File: src/rtl/flash_loader.sv
// flash_loader: streams an image from SPI flash (READ 0x03, mode 0) to a byte download port.
// Define FLASH_LOADER_HDR_CHECK_EN to reject images whose first bytes are not 4E 45 53 1A.
module flash_loader #(
    parameter int CLK_DIV = 2,
    parameter int TAIL    = 2
) (
    input  logic        I_CLK,
    input  logic        I_RESET_N,
    input  logic        I_START,
    input  logic [23:0] I_FLASH_ADDR,
    input  logic [21:0] I_LENGTH,
    input  logic        I_SPI_MISO,
    output logic        O_SPI_CLK,
    output logic        O_SPI_MOSI,
    output logic        O_SPI_CS_N,
    output logic [7:0]  O_DOWNLOAD_DO,
    output logic        O_DOWNLOAD_WR,
    output logic        O_DOWNLOAD_ON,
    output logic        O_BUSY,
    output logic        O_DONE,
    output logic        O_ERROR
);
`ifdef FLASH_LOADER_HDR_CHECK_EN
    typedef enum logic [2:0] {S_IDLE, S_CMD, S_DATA, S_TAIL, S_FINISH, S_ERR} state_t;
`else
    typedef enum logic [2:0] {S_IDLE, S_CMD, S_DATA, S_TAIL, S_FINISH} state_t;
`endif
    state_t      state_q, state_d;
    logic [3:0]  div_q, div_d;
    logic        sck_q, sck_d, cs_n_q, cs_n_d, rdy_q, rdy_d, wr_q, wr_d;
    logic        on_q, on_d, busy_q, busy_d, done_q, done_d;
    logic [31:0] sr_q, sr_d;
    logic [4:0]  bit_q, bit_d;
    logic [7:0]  rx_q, rx_d, do_q, do_d, tail_q, tail_d;
    logic [21:0] rem_q, rem_d;
    logic        tick, rise, fall;
`ifdef FLASH_LOADER_HDR_CHECK_EN
    logic        err_q, err_d, bad;
    logic [2:0]  idx_q, idx_d;
    logic [7:0]  hdr_b;
    assign hdr_b = idx_q[1:0] == 2'd0 ? 8'h4E : idx_q[1:0] == 2'd1 ? 8'h45 :
                   idx_q[1:0] == 2'd2 ? 8'h53 : 8'h1A;
    assign bad   = !idx_q[2] && rx_q != hdr_b;
`endif

    assign tick = div_q == 4'(CLK_DIV - 1);
    assign rise = (state_q == S_CMD || state_q == S_DATA) && tick && !sck_q;
    assign fall = (state_q == S_CMD || state_q == S_DATA) && tick && sck_q;

    always_comb begin
        state_d = state_q;
        div_d   = div_q;
        sck_d   = sck_q;
        cs_n_d  = cs_n_q;
        sr_d    = sr_q;
        bit_d   = bit_q;
        rx_d    = rx_q;
        rdy_d   = 1'b0;
        rem_d   = rem_q;
        tail_d  = tail_q;
        do_d    = do_q;
        wr_d    = 1'b0;
        on_d    = on_q;
        busy_d  = busy_q;
        done_d  = done_q;
`ifdef FLASH_LOADER_HDR_CHECK_EN
        err_d   = err_q;
        idx_d   = idx_q;
`endif
        if (state_q == S_CMD || state_q == S_DATA) begin
            div_d = tick ? 4'd0 : div_q + 4'd1;
            sck_d = tick ? ~sck_q : sck_q;
            if (rise) begin
                rx_d  = {rx_q[6:0], I_SPI_MISO};
                bit_d = bit_q + 5'd1;
            end
            // zero-fill makes MOSI fall to 0 on the SCK fall after the last address bit
            if (fall)
                sr_d = {sr_q[30:0], 1'b0};
        end
        case (state_q)
            S_IDLE: if (I_START && I_LENGTH != '0) begin
                state_d = S_CMD;
                busy_d  = 1'b1;
                on_d    = 1'b1;
                cs_n_d  = 1'b0;
                done_d  = 1'b0;
                sr_d    = {8'h03, I_FLASH_ADDR};
                rem_d   = I_LENGTH;
                div_d   = 4'd0;
                sck_d   = 1'b0;
                bit_d   = 5'd0;
`ifdef FLASH_LOADER_HDR_CHECK_EN
                err_d   = 1'b0;
                idx_d   = 3'd0;
`endif
            end
            S_CMD: if (rise && bit_q == 5'd31)
                state_d = S_DATA;
            S_DATA: begin
                if (rise && bit_q[2:0] == 3'd7)
                    rdy_d = 1'b1;
`ifdef FLASH_LOADER_HDR_CHECK_EN
                if (rdy_q && bad) begin
                    state_d = S_ERR;
                    sck_d   = 1'b0;
                end else
`endif
                if (rdy_q) begin
                    do_d  = rx_q;
                    wr_d  = 1'b1;
                    rem_d = rem_q - 22'd1;
`ifdef FLASH_LOADER_HDR_CHECK_EN
                    idx_d = idx_q + {2'b0, ~idx_q[2]};
`endif
                    // last byte: park SCK low now so CS_N can rise on the following edge
                    if (rem_q == 22'd1) begin
                        state_d = S_TAIL;
                        sck_d   = 1'b0;
                        tail_d  = 8'(TAIL);
                    end
                end
            end
            S_TAIL: begin
                cs_n_d = 1'b1;
                if (tail_q <= 8'd1) begin
                    on_d    = 1'b0;
                    busy_d  = 1'b0;
                    done_d  = 1'b1;
                    state_d = S_FINISH;
                end else
                    tail_d = tail_q - 8'd1;
            end
            S_FINISH: state_d = S_IDLE;
`ifdef FLASH_LOADER_HDR_CHECK_EN
            S_ERR: begin
                cs_n_d = 1'b1;
                if (cs_n_q) begin
                    on_d    = 1'b0;
                    busy_d  = 1'b0;
                    err_d   = 1'b1;
                    state_d = S_IDLE;
                end
            end
`endif
            default: state_d = S_IDLE;
        endcase
    end

    always_ff @(posedge I_CLK or negedge I_RESET_N) begin
        if (!I_RESET_N) begin
            state_q <= S_IDLE;
            div_q   <= 4'd0;
            sck_q   <= 1'b0;
            cs_n_q  <= 1'b1;
            sr_q    <= 32'd0;
            bit_q   <= 5'd0;
            rx_q    <= 8'd0;
            rdy_q   <= 1'b0;
            rem_q   <= 22'd0;
            tail_q  <= 8'd0;
            do_q    <= 8'd0;
            wr_q    <= 1'b0;
            on_q    <= 1'b0;
            busy_q  <= 1'b0;
            done_q  <= 1'b0;
`ifdef FLASH_LOADER_HDR_CHECK_EN
            err_q   <= 1'b0;
            idx_q   <= 3'd0;
`endif
        end else begin
            state_q <= state_d;
            div_q   <= div_d;
            sck_q   <= sck_d;
            cs_n_q  <= cs_n_d;
            sr_q    <= sr_d;
            bit_q   <= bit_d;
            rx_q    <= rx_d;
            rdy_q   <= rdy_d;
            rem_q   <= rem_d;
            tail_q  <= tail_d;
            do_q    <= do_d;
            wr_q    <= wr_d;
            on_q    <= on_d;
            busy_q  <= busy_d;
            done_q  <= done_d;
`ifdef FLASH_LOADER_HDR_CHECK_EN
            err_q   <= err_d;
            idx_q   <= idx_d;
`endif
        end
    end

    assign O_SPI_CLK     = sck_q;
    assign O_SPI_MOSI    = sr_q[31];
    assign O_SPI_CS_N    = cs_n_q;
    assign O_DOWNLOAD_DO = do_q;
    assign O_DOWNLOAD_WR = wr_q;
    assign O_DOWNLOAD_ON = on_q;
    assign O_BUSY        = busy_q;
    assign O_DONE        = done_q;
`ifdef FLASH_LOADER_HDR_CHECK_EN
    assign O_ERROR       = err_q;
`else
    assign O_ERROR       = 1'b0;
`endif
endmodule

File: config.mk
export PLATFORM = sky130hd
export DESIGN_NAME = flash_loader
export DESIGN_NICKNAME = d
export VERILOG_FILES = /design/src/rtl/flash_loader.sv
export SDC_FILE = /design/constraint.sdc
export NUM_CORES = 1
export LEC_CHECK = 0
export ABC_AREA = 1
export BUFFER_PORTS_ARGS = -buffer_cell sky130_fd_sc_hd__buf_2
export CORE_ASPECT_RATIO = 1.4
export CORE_MARGIN = 5
export CORE_UTILIZATION = 55
export DETAILED_ROUTE_END_ITERATION = 10
export HOLD_SLACK_MARGIN = 0.05
export PLACE_DENSITY_LB_ADDON = 0.3
export RECOVER_POWER = 50
export SLEW_MARGIN = 20
export SYNTH_ARGS = -nofsm -noshare
export SYNTH_HDL_FRONTEND = slang
export SYNTH_SLANG_ARGS = --single-unit
File: constraint.sdc
create_clock -name I_CLK -period 2.73 [get_ports I_CLK]
set_input_delay 0.546 -clock I_CLK [delete_from_list [all_inputs] [get_ports I_CLK]]
set_output_delay 0.546 -clock I_CLK [all_outputs]
set_load 0.01 [all_outputs]
# Word level (Yosys, flattened, before mapping)
# Cells that the tools add are included.
[classes]
n_lt_le_gt_ge = 1
reduce_logical = 20
n_addsub = 4
bitwise_logic = 1
n_eq_ne = 13
n_mux = 42
[ops]
columns = ["op", "count"]
rows = [
  ["$mux W32", 4],
  ["$mux W22", 2],
  ["$pmux W22 S2", 1],
  ["$mux W8", 3],
  ["$eq A22 B1 Y1 const B", 1],
  ["$reduce_bool A22 Y1", 1],
  ["$sub A22 B1 Y22 const B", 1],
  ["$mux W5", 4],
  ["$mux W4", 4],
  ["$pmux W8 S2", 1],
  ["$mux W3", 5],
  ["$mux W1", 13],
  ["$pmux W3 S4", 1],
  ["$le A8 B1 Y1 const B", 1],
  ["$ne A2 B2 Y1 const B", 4],
  ["$pmux W1 S2", 4],
  ["$sub A8 B1 Y8 const B", 1],
  ["$eq A3 B2 Y1 const B", 2],
  ["$logic_and A1 B1 Y1", 6],
  ["$reduce_and A2 Y1", 3],
  ["$reduce_and A3 Y1", 2],
  ["$reduce_bool A2 Y1", 3],
  ["$add A5 B1 Y5 const B", 1],
  ["$eq A5 B5 Y1 const B", 1],
  ["11 further kinds", 12],
]
[word_totals]
ff_bits = 96
word_cells = 95
output_inout_bits = 16

# Depth between registers and ports, before layout
# Gate-level depths: netlist (run 1).
[logic_depth]
ltp_word = 8
ltp_mapped = 12
mapped_depth_nobuf = 11

# Worst setup path before layout (run 1)
# No wires, ideal clock.
[synth_timing]
kind = "in2reg"
from = "in I_LENGTH[2]"
to = "reg rem_q[5]"
arrival_ps = 1507
path_slack_ps = 1106
cell_stages = 9
setup_time_ps = 117
n_path_buf = 2
required_ps = 2613
cell_sequence = "or2_1 > nor2_1 > nand3_1 > nand3_2 > nand2_1 > buf_6 > buf_4 > nand2_1 > nand2_1"
[synth_between]
elab_chain_cells = 4
[synth_rtl]
columns = ["element", "line", "text"]
rows = [
  ["start, declared", "11", "input logic [21:0] I_LENGTH,"],
  ["$reduce_bool A22 Y1", "82", "S_IDLE: if (I_START && I_LENGTH != '0) begin"],
  ["$logic_and A1 B1 Y1", "82", ""],
  ["$ne A2 B2 Y1 (no source line)", "-", ""],
  ["$reduce_and A3 Y1 (no source line)", "-", ""],
  ["end signal, assigned", "180", "rem_q <= rem_d;"],
  ["end, declared", "35", "logic [21:0] rem_q, rem_d;"],
]
# Every way passes these cells.
# A chain may end at the register's enable or synchronous reset.

# Final worst setup path (run 1)
[layout_timing]
from = "reg state_q[0]"
to = "reg sr_q[16]"
[layout_between]
elab_chain_cells = 8
elab_cells_between_ends = 10
cone_classes = "2 x eq/ne; 4 x mux; 4 x reduce/logical"
[layout_rtl]
columns = ["element", "line", "text"]
rows = [
  ["start, declared", "28", "state_t state_q, state_d;"],
  ["start signal, assigned", "172", "state_q <= state_d;"],
  ["$eq A3 B1 Y1 or $eq A3 B2 Y1 (tied branches)", "48, 70", ""],
  ["$logic_or A1 B1 Y1", "48, 70", ""],
  ["$logic_and A1 B1 Y1 (2 in series)", "48", "assign fall = (state_q == S_CMD || state_q == S_DATA) && tick && sck_q;"],
  ["$mux W32", "78", "if (fall)"],
  ["$mux W32", "70", "if (state_q == S_CMD || state_q == S_DATA) begin"],
  ["$mux W32", "82", ""],
  ["$mux W32 (*)", "81", "case (state_q)"],
  ["via sr_d[16]", "32", "logic [31:0] sr_q, sr_d;"],
  ["end signal, assigned", "176", "sr_q <= sr_d;"],
  ["end, declared", "32", ""],
]
# The timed path passes the listed nets; every way through them passes the cells marked *.

==> results.cfg, run 1 <==
[detailed_routing]
detail_route.drc_violations = 0
ant_nets = 0
detail_route.vias_per_cell = 5.43
drt-pass1-iter-count = 5
drt_wl_total_um = 11800
routed_wire_length_per_instance_um = 13.5
dr_total_vias = 4744
dr.first_iter.drc_count = 205

[logic_synthesis]
yosysUniqueCellTypes = 33
yosys_register_bits = 96
yosysWarnings = 0
ys_seq_area_share_pct = 45.7
syn-mean-instance-area_sq_um = 7.43
synthesis.area_sq_um = 5260
synth_fp_nets = 766
synth_cells = 707

[finish]
stdcell_area_sq_um = 5900
diodes = 0
fin_cells = 873
final_layout_size_suffix_gt1_share_pct = 13.4
finish.net_count = 817
finish.utilization_pct = 62.7
syn2layout_area_growth_pct = 12.2

[place]
placement.cell_area_sq_um = 5600
globalplace.congestion = 0.976
detailed_place_hpwl_um = 8160
io_buffers = 64
dp_cells = 857

[min_path]
type_of_the_most_critical_hold_path = input port to flop
holdCritStartpoint = I_SPI_MISO
worst_hold_path.num_cells = 3
min_to = rx_q[0]

[sta]
tightestPinTransition_ns = 1.30
max_freq_mhz = 482
final-hold-violation-count = 0
maxSlewHeadroom_pct = 13.6
rsz0062_at_grt = false
finalSetupViolations = 0
min_period_over_period_pct = 76.0
setup-tns-final_ns = 0
post-route-min-period_ns = 2.07
report.final.slew_viol_count = 0
worst_clock_skew_ns = 0.00542

[clocking]
clkTransAtPathRegs_ns = 0.07
postCtsResizedCells = 0
cts_made_buffers = 9
cts_max_level = 3
tritoncts = built
cts.hold.buffers_added = 0
cts.sinks = 96
clock_tree.buffer_depth = 2
cts_root_buf = clkbuf_16
postCtsSetupRepairBufs = 0
worstSkewPairLatency_ns = 0.34

[floorplan]
die_height_um = 126
die_x_um = 92.6
io-pin-count = 66
floorplan.initialDensity_pct = 55.9
core_sq_um = 9410
fp-row-count = 42
die_area_sq_um = 11600

[global_route]
overall_fraction_of_global_route_tracks_in_use_pct = 21.7
grt_pass1_vias = 4762
grt_first_pass_wirelength_um = 20700
gr-total-overflow = 0
grt_start_max_net_pins = 68
initial_antenna_violation_count = 0

[power]
total_power_after_layout_w = 0.00625
vdd_ir_drop_max_v = 0.000549
leakage_nw = 3.12
power_density_nw_per_um2 = 1060

[critical_path]
critical_path.reg2reg.endpoint = sr_q[16]
timing.critical_path.from_type = flop
cp_data_arrival_time_ns = 2.26
critPathRequiredTime_ns = 2.92
worst_flop_to_flop_path_startpoint = state_q[0]
reg2reg_path_depth = 8
endpoint_kind = flop
critical_path.max_fanout = 33
path_class = flop to flop
regToRegSetupSlack_ns = 0.66

[status]
outcome = finished clean

[flow_run]
timing.max_cap.violations = 0
[flip-flops by register name, summed over array words and instances (netlist names), 3 cells and up]
name           cells
div_q              4
state_q            3
rem_q             22
O_DOWNLOAD_DO      8
tail_q             8
sr_q              32
rx_q               8
bit_q              5
[cells in the mapped netlist]
library cell / n / area, sq um
o21bai_1: 3 / 22.5
buf_2: 9 / 45.0
dfrtp_1: 95 / 2380
o21a_1: 1 / 7.51
dfstp_2: 1 / 26.3
buf_4: 10 / 75.1
nand3_1: 60 / 300
conb_1: 1 / 3.75
o211ai_1: 2 / 15.0
nand4_1: 9 / 56.3
a21boi_0: 2 / 15.0
clkbuf_1: 9 / 33.8
buf_6: 2 / 22.5
nor3_1: 3 / 15.0
nand2_1: 224 / 841
or2_1: 1 / 6.26
inv_1: 62 / 233
o21ai_0: 45 / 225
or2_2: 4 / 25.0
ha_1: 9 / 113
nor2_1: 90 / 338
inv_2: 4 / 15.0
a31oi_1: 24 / 150
xnor2_1: 3 / 26.3
nand2_2: 2 / 12.5
o21ai_1: 2 / 10.0
nor2_4: 3 / 33.8
inv_4: 2 / 12.5
xor2_1: 10 / 87.6
nand3b_1: 1 / 7.51
a21oi_1: 8 / 40.0
nand2_4: 4 / 45.0
nand3_2: 2 / 20.0
[placed cells by master (no fill, tap or decap), drive strengths merged, types with 3 or more instances in the layout]
cell type / netlist / routed
a21oi: 8 / 8
a31oi: 24 / 24
buf: 21 / 63
clkbuf: 9 / 18
dfrtp: 95 / 95
ha: 9 / 9
inv: 68 / 68
nand2: 230 / 230
nand3: 62 / 62
nand4: 9 / 9
nor2: 93 / 93
nor3: 3 / 3
o21ai: 47 / 47
o21bai: 3 / 3
or2: 5 / 5
xnor2: 3 / 3
xor2: 10 / 10
[kinds of logic (layout without fill, tap and decap cells)]
kind of cell	count (synthesis)	in the layout	share of synthesized area (%)
fa+ha+maj	9	9	2.14
compound gates	87	87	9.24
flops	96	96	45.7
xor+xnor	13	13	2.17
buf+inv	98	154	8.31
other cells	1	1	0.0713
simple gates	403	403	32.3
[worst max-delay path by stage]
stage | startpoint | end | slack [ns] | depth (start not counted)
2_1_floorplan | I_LENGTH[2] | rem_q[5] | 1.11 | 9
3_3_place_gp | I_LENGTH[2] | div_q[0] | 0.65 | 8
3_5_place_dp | I_LENGTH[2] | sr_q[11] | 0.55 | 8
4_1_cts | state_q[0] | sr_q[30] | 0.64 | 10
5_1_grt | state_q[0] | bit_q[3] | 0.44 | 9
6_report | state_q[0] | sr_q[16] | 0.66 | 8
[critical path: stages (launching register included)]
cell,delay (ns)
dfrtp_1,0.45
nor2_4,0.18
nand2_4,0.21
nand2_4,0.20
nand2_4,0.09
inv_4,0.27
nand2_4,0.28
nand2_1,0.14
a31oi_1,0.09
[power breakdown]
part           switching (W)  internal (W)
combinational        0.00169      0.000874
sequential          0.000424       0.00197
clock               0.000536      0.000757
[stage by stage]
step / hold WS (ns) / setup WS [ns]
2_1_floorplan: 0.250 / 1.11
3_3_place_gp: 0.455 / 0.650
3_5_place_dp: 0.466 / 0.550
4_1_cts: 0.249 / 0.639
5_1_grt: 0.448 / 0.441
6_report: 0.415 / 0.655
[layer usage]
layer  wire, um  track usage, %
met5          0               0
met4        372            10.3
met3        665            4.77
met2       6020            38.0
met1       4740            25.1
[final cells by class]
class	instances	area (sq um)
clock buffers	11	253
clock inverters	5	55.1
fillers	836	3510
inverters	68	260
multi-input cells	513	2420
flip-flops and latches	96	2400
well taps	110	138
repair buffers	70	370
Note: power is estimated with default switching activity, not from simulation.
==> inputs of run 2 (changes only) <==
ABC_AREA = 0   (was 1)
clock period = 2.15 ns   (was 2.73 ns; I/O delays follow)
==> run 2 against run 1 <==
  * Global-route usage increased by 0.39 points
  * Synthesized cell count decreased by 25%
  * Total power decreased by 41%
  * First-iteration DRC count increased by 38%
  * Register-to-register slack got worse by 0.54 ns
  * Combinational power decreased by 95%
  * Via count decreased by 9.4%
  * Design area decreased by 0.98%
  * Routed wire length increased by 0.49%
  * Critical endpoint is now tail_q[7]
  * Largest power group is now sequential cells
==> results.cfg, run 2 <==
[finish]
final_common_cell = dfrtp_1
syn2layout_area_growth_pct = 19.1
finish.net_count = 668
largest_registers = sr_q x32, rem_q x22
register_with_the_highest_flop_count = sr_q
final_cell_mix = dfrtp_1, nand2_1, nor2_1
diodes = 0
final_layout_size_suffix_gt1_share_pct = 22.8
number_of_flip_flops_under_the_largest_register_name = 32

[clocking]
clock_tree.buffer_depth = 2
cts.sinks = 96
cts.hold.buffers_added = 0
cts_root_buf = clkbuf_16
worstSkewPairLatency_ns = 0.34
cts_made_buffers = 9
clkTransAtPathRegs_ns = 0.06
cts_max_level = 3
tritoncts = built

[logic_synthesis]
postSynth.topFlopCell = dfrtp_1
area_share_of_the_largest_cell_type_after_synthesis_pct = 48.5
yosysUniqueCellTypes = 61
synth_commonest_cells = dfrtp_1, nand2_1, nor2_1
post-synth-top-area-cell = dfrtp_1
ys_seq_area_share_pct = 49.0
yosys_register_bits = 96
cell_with_the_most_instances_after_synthesis = dfrtp_1
synth-edff-count = 0
yosysWarnings = 0
syn-mean-instance-area_sq_um = 9.30
synth_fp_nets = 586
async_reset_ff_share_pct = 100
synth_top_cells_by_area = dfrtp_1, nand2_1, nor2_1
synth_cells = 527
synthesis.area_sq_um = 4900

[floorplan]
fp-row-count = 40
die_area_sq_um = 10900
floorplan.initialDensity_pct = 56.6
die_height_um = 122
die_x_um = 89.8
io-pin-count = 66
core_sq_um = 8660

[critical_path]
critical_path.max_fanout = 7
path_class = flop to flop
timing.critical_path.from_type = flop
cp_data_arrival_time_ns = 2.31
regToRegSetupSlack_ns = 0.12
endpoint_kind = flop
critical_path.reg2reg.endpoint = tail_q[7]
critPathRequiredTime_ns = 2.43
reg2reg_path_depth = 5
worst_flop_to_flop_path_startpoint = rem_q[15]

[place]
pre_cts_ws_ns = 0.00940
io_buffers = 64
globalplace.congestion = 0.935
detailed_place_hpwl_um = 8290

[global_route]
grt_first_pass_wirelength_um = 20100
grt_start_max_net_pins = 44
initial_antenna_violation_count = 0
grt_pass1_vias = 4352
gr-total-overflow = 0
overall_fraction_of_global_route_tracks_in_use_pct = 22.1

[detailed_routing]
ant_nets = 0
dr_total_vias = 4298
drt_wl_total_um = 11800
routed_wire_length_per_instance_um = 16.5
dr.first_iter.drc_count = 283
detail_route.drc_violations = 0
detail_route.vias_per_cell = 5.99
drt-pass1-iter-count = 4

[sta]
report.final.slew_viol_count = 0
tightestPinTransition_ns = 1.03
rsz0062_at_grt = false
final-hold-violation-count = 0
worst_clock_skew_ns = 0.00676
finalSetupViolations = 0
post-route-min-period_ns = 2.03
setup-tns-final_ns = 0
max_freq_mhz = 493
min_period_over_period_pct = 94.4
setup_ws_ns = 0.120
maxSlewHeadroom_pct = 31.5

[flow_run]
timing.max_cap.violations = 0

[power]
total_power_after_layout_w = 0.00367
power_density_nw_per_um2 = 629
leakage_nw = 2.63
vdd_ir_drop_max_v = 0.000514

[min_path]
type_of_the_most_critical_hold_path = input port to asynchronous set/reset pin

[status]
outcome = finished clean
==> run 2: cell count changes after synthesis, sizes merged, moves of 7 or more <==
| cell | delta |
|---|---|
| xor2 | -7 |
| nand2 | -141 |
| nor2 | -27 |
| clkbuf | +8 |
| nor4 | +10 |
| a21oi | +23 |
| mux2 | +17 |
| buf | -8 |
| o21ai | -22 |
| nand3 | -42 |
| inv | -60 |
==> run 2: what timing repair did <==
action / CTS / global route
setup endpoints to repair: 0 / 5
buffers inserted: 0 / 1
gates resized for setup: 0 / 4
==> run 2: critical path: stages (launching register included) <==
cell and delay (ns):
dfrtp_1 0.42, or4_4 0.56, nor4b_4 0.31, a31oi_4 0.18
or3_1 0.40, nand3_1 0.10
==> run 2: cells by family after synthesis <==
group / Yosys count / share of synthesized area [%]
DFF: 96 / 49.0
adders and majority gates: 9 / 2.30
and+or+nand+nor: 232 / 22.8
xor gates and xnor gates: 5 / 0.894
muxes: 23 / 5.13
buffers and inverters: 39 / 3.85
other: 1 / 0.0765
AOI/OAI and AO/OA: 122 / 15.9
==> run 2: how the worst max path moves through the flow <==
stage | start | to | slack [ns]
floorplan | rem_q[13] | tail_q[7] | 0.18
global placement | I_LENGTH[3] | sr_q[8] | 0.11
detailed placement | I_LENGTH[3] | sr_q[16] | 0.009
CTS | rem_q[2] | rem_q[9] | 0.06
global route | rem_q[15] | tail_q[7] | 0.03
finish | rem_q[15] | tail_q[7] | 0.12
==> run 2: per-layer routing <==
layer	GRT usage (%)	vias to the layer above	routed length [um]
met5	0	-	0
li1	-	2048	-
met4	9.45	0	325
met3	4.20	28	598
met2	39.7	132	6260
met1	25.7	2090	4660
==> run 2: stage by stage <==
step                util, %  std cells  cell area, sq um  hold slack, ns
finish                 67.4        718              5840           0.209
global route           67.4        718              5840           0.282
CTS                    67.4        717              5840          0.0625
detailed placement     63.7        702              5520           0.427
global placement       63.7        702              5520           0.427
floorplan                 -        527              4910           0.134
==> run 2: where the power goes <==
group	switching, W	total (W)	internal, W
registers	0.00000942	0.00183	0.00182
clock network	0.000675	0.00172	0.00104
logic	0.0000707	0.000121	0.0000500
==> run 2: layout make-up <==
| class | count | area (sq um) |
|---|---|---|
| Sequential cell | 96 | 2400 |
| Fill cell | 701 | 2820 |
| Multi-Input combinational cell | 392 | 2340 |
| Clock buffer | 10 | 239 |
| Clock inverter | 5 | 81.3 |
| Tap cell | 105 | 131 |
| Inverter | 8 | 30.0 |
| Timing Repair Buffer | 102 | 616 |
==> inputs of run 3 (changes only) <==
==> constraint.sdc (replaced) <==
create_clock -name I_CLK -period 2.15 [get_ports I_CLK]
set_input_delay 0.43 -clock I_CLK [delete_from_list [all_inputs] [get_ports I_CLK]]
set_output_delay 0.43 -clock I_CLK [all_outputs]
set_load 0.1 [all_outputs]
==> run 3 against run 2 <==
  * Sequential power about the same
  * Die area unchanged
  * Sequential share of layout area barely moved
  * Non-clock buffer count stayed put
  * Fmax hardly changed
  * Largest cell class unchanged
  * Worst setup slack improved by 0.0020 ns
==> results.cfg, run 3 (synthesis results as in run 2) <==
[global_route]
grt_pass1_vias = 4352
initial_antenna_violation_count = 0
grt_first_pass_wirelength_um = 20100
gr-usage-met2_pct = 39.7
overall_fraction_of_global_route_tracks_in_use_pct = 22.1
global_route.peak_usage_layer = met2
grt_use_met1_pct = 25.7
grt_start_max_net_pins = 44
gr-total-overflow = 0
met3_usage_pct = 4.20

[place]
io_buffers = 64
globalplace.congestion = 0.935
pre_cts_ws_ns = 0.00940
detailed_place_hpwl_um = 8290
dp_cells = 702

[sta]
rsz0062_at_grt = false
finalSetupViolations = 0
post-route-min-period_ns = 2.03
worst_clock_skew_ns = 0.00589
maxSlewHeadroom_pct = 31.9
setup-tns-final_ns = 0
tightestPinTransition_ns = 1.02
max_freq_mhz = 493
final-hold-violation-count = 0
final.hold.worst_slack_ns = 0.208
setup_ws_ns = 0.122
min_period_over_period_pct = 94.3
report.final.slew_viol_count = 0

[finish]
syn2layout_area_growth_pct = 19.2
final_cell_mix = dfrtp_1, nand2_1, nor2_1
final_common_cell = dfrtp_1
finish.net_count = 668
diodes = 0
number_of_flip_flops_under_the_largest_register_name = 32
fin_cells = 718
final_layout_size_suffix_gt1_share_pct = 23.8
fillerInstances = 702
register_with_the_highest_flop_count = sr_q
largest_registers = sr_q x32, rem_q x22

[detailed_routing]
dr_total_vias = 4298
detail_route.drc_violations = 0
detail_route.vias_per_cell = 5.99
routed_wire_length_per_instance_um = 16.5
drt_wl_total_um = 11800
dr.first_iter.drc_count = 285
drt-pass1-iter-count = 6
ant_nets = 0

[power]
leakage_nw = 2.65
vdd_ir_drop_max_v = 0.000514
power_density_nw_per_um2 = 638

[critical_path]
critPathRequiredTime_ns = 2.43
critical_path.max_fanout = 7
reg2reg_path_depth = 5
critical_path.reg2reg.endpoint = tail_q[7]
endpoint_kind = flop
worst_flop_to_flop_path_startpoint = rem_q[15]
crit_family = simple AND/OR/NAND/NOR gates
path_class = flop to flop
timing.critical_path.from_type = flop
critPathSlowestCell = or4_4
worst_path_largest_cell_delay_ns = 0.56
regToRegSetupSlack_ns = 0.12
cp.buffers_inverters = 0
critical_path.cell_chain = or4_4 -> nor4b_4 -> a31oi_4 -> or3_1 -> nand3_1
cp_data_arrival_time_ns = 2.31

[clocking]
cts.sinks = 96
clkTransAtPathRegs_ns = 0.06
cts_max_level = 3
tritoncts = built
worstSkewPairLatency_ns = 0.34
cts_made_buffers = 9
cts_root_buf = clkbuf_16
clock_tree.buffer_depth = 2

[floorplan]
die_height_um = 122
core_sq_um = 8660
die_x_um = 89.8
io-pin-count = 66
floorplan.initialDensity_pct = 56.6
fp-row-count = 40
die_area_sq_um = 10900

[min_path]
type_of_the_most_critical_hold_path = input port to asynchronous set/reset pin

[status]
outcome = finished clean

[flow_run]
timing.max_cap.violations = 0
==> run 3: changes by cell type in the layout (fill, tap and decap cells not counted), sizes merged <==
cell    delta
clkbuf     -1
buf        +1
==> run 3: worst max-delay path by stage <==
stage | start | to | slack [ns] | depth (start not counted)
final | rem_q[15] | tail_q[7] | 0.12 | 5
after detailed placement | I_LENGTH[3] | sr_q[16] | 0.009 | 9
after global routing | rem_q[15] | tail_q[7] | 0.03 | 5
after global placement | I_LENGTH[3] | sr_q[8] | 0.11 | 9
after CTS | rem_q[2] | rem_q[9] | 0.06 | 5
after floorplan | rem_q[13] | tail_q[7] | 0.18 | 6
==> run 3: area by class of cell <==
class / instances / area, sq um / area share [%]
sequential: 96 / 2400 / 41.1
clock buffer: 10 / 239 / 4.09
multi-input combinational: 392 / 2330 / 39.9
inverter: 8 / 30.0 / 0.514
tap: 105 / 131 / 2.25
clock inverter: 5 / 81.3 / 1.39
timing repair buffer: 102 / 624 / 10.7
==> run 3: layer usage <==
metal  wire, um  vias up
met5          0        -
met4        325        0
met3        596       32
met2       6270      135
met1       4640     2084
li1           -     2047
==> run 3: through the flow <==
stage	instance area [sq um]	utilization, %	total power (W)
3_5_place_dp	5520	63.7	0.00206
5_1_grt	5840	67.5	0.00385
3_3_place_gp	5520	63.7	0.00205
6_report	5840	67.5	0.00373
4_1_cts	5840	67.4	0.00377
2_1_floorplan	4910	-	0.00195
==> run 3: what timing repair did <==
action                     CTS  global route
hold buffers                 0             0
gates resized for setup      0             4
setup buffers                0             1
setup endpoints to repair    0             5
==> run 3: where the power goes <==
part | leakage (nW) | switching, W | internal, W
Combinational | 1.37 | 0.000132 | 0.0000512
Clock | 0.155 | 0.000670 | 0.00104
Sequential | 1.12 | 0.00000936 | 0.00182
Total | 2.65 | 0.000811 | 0.00292
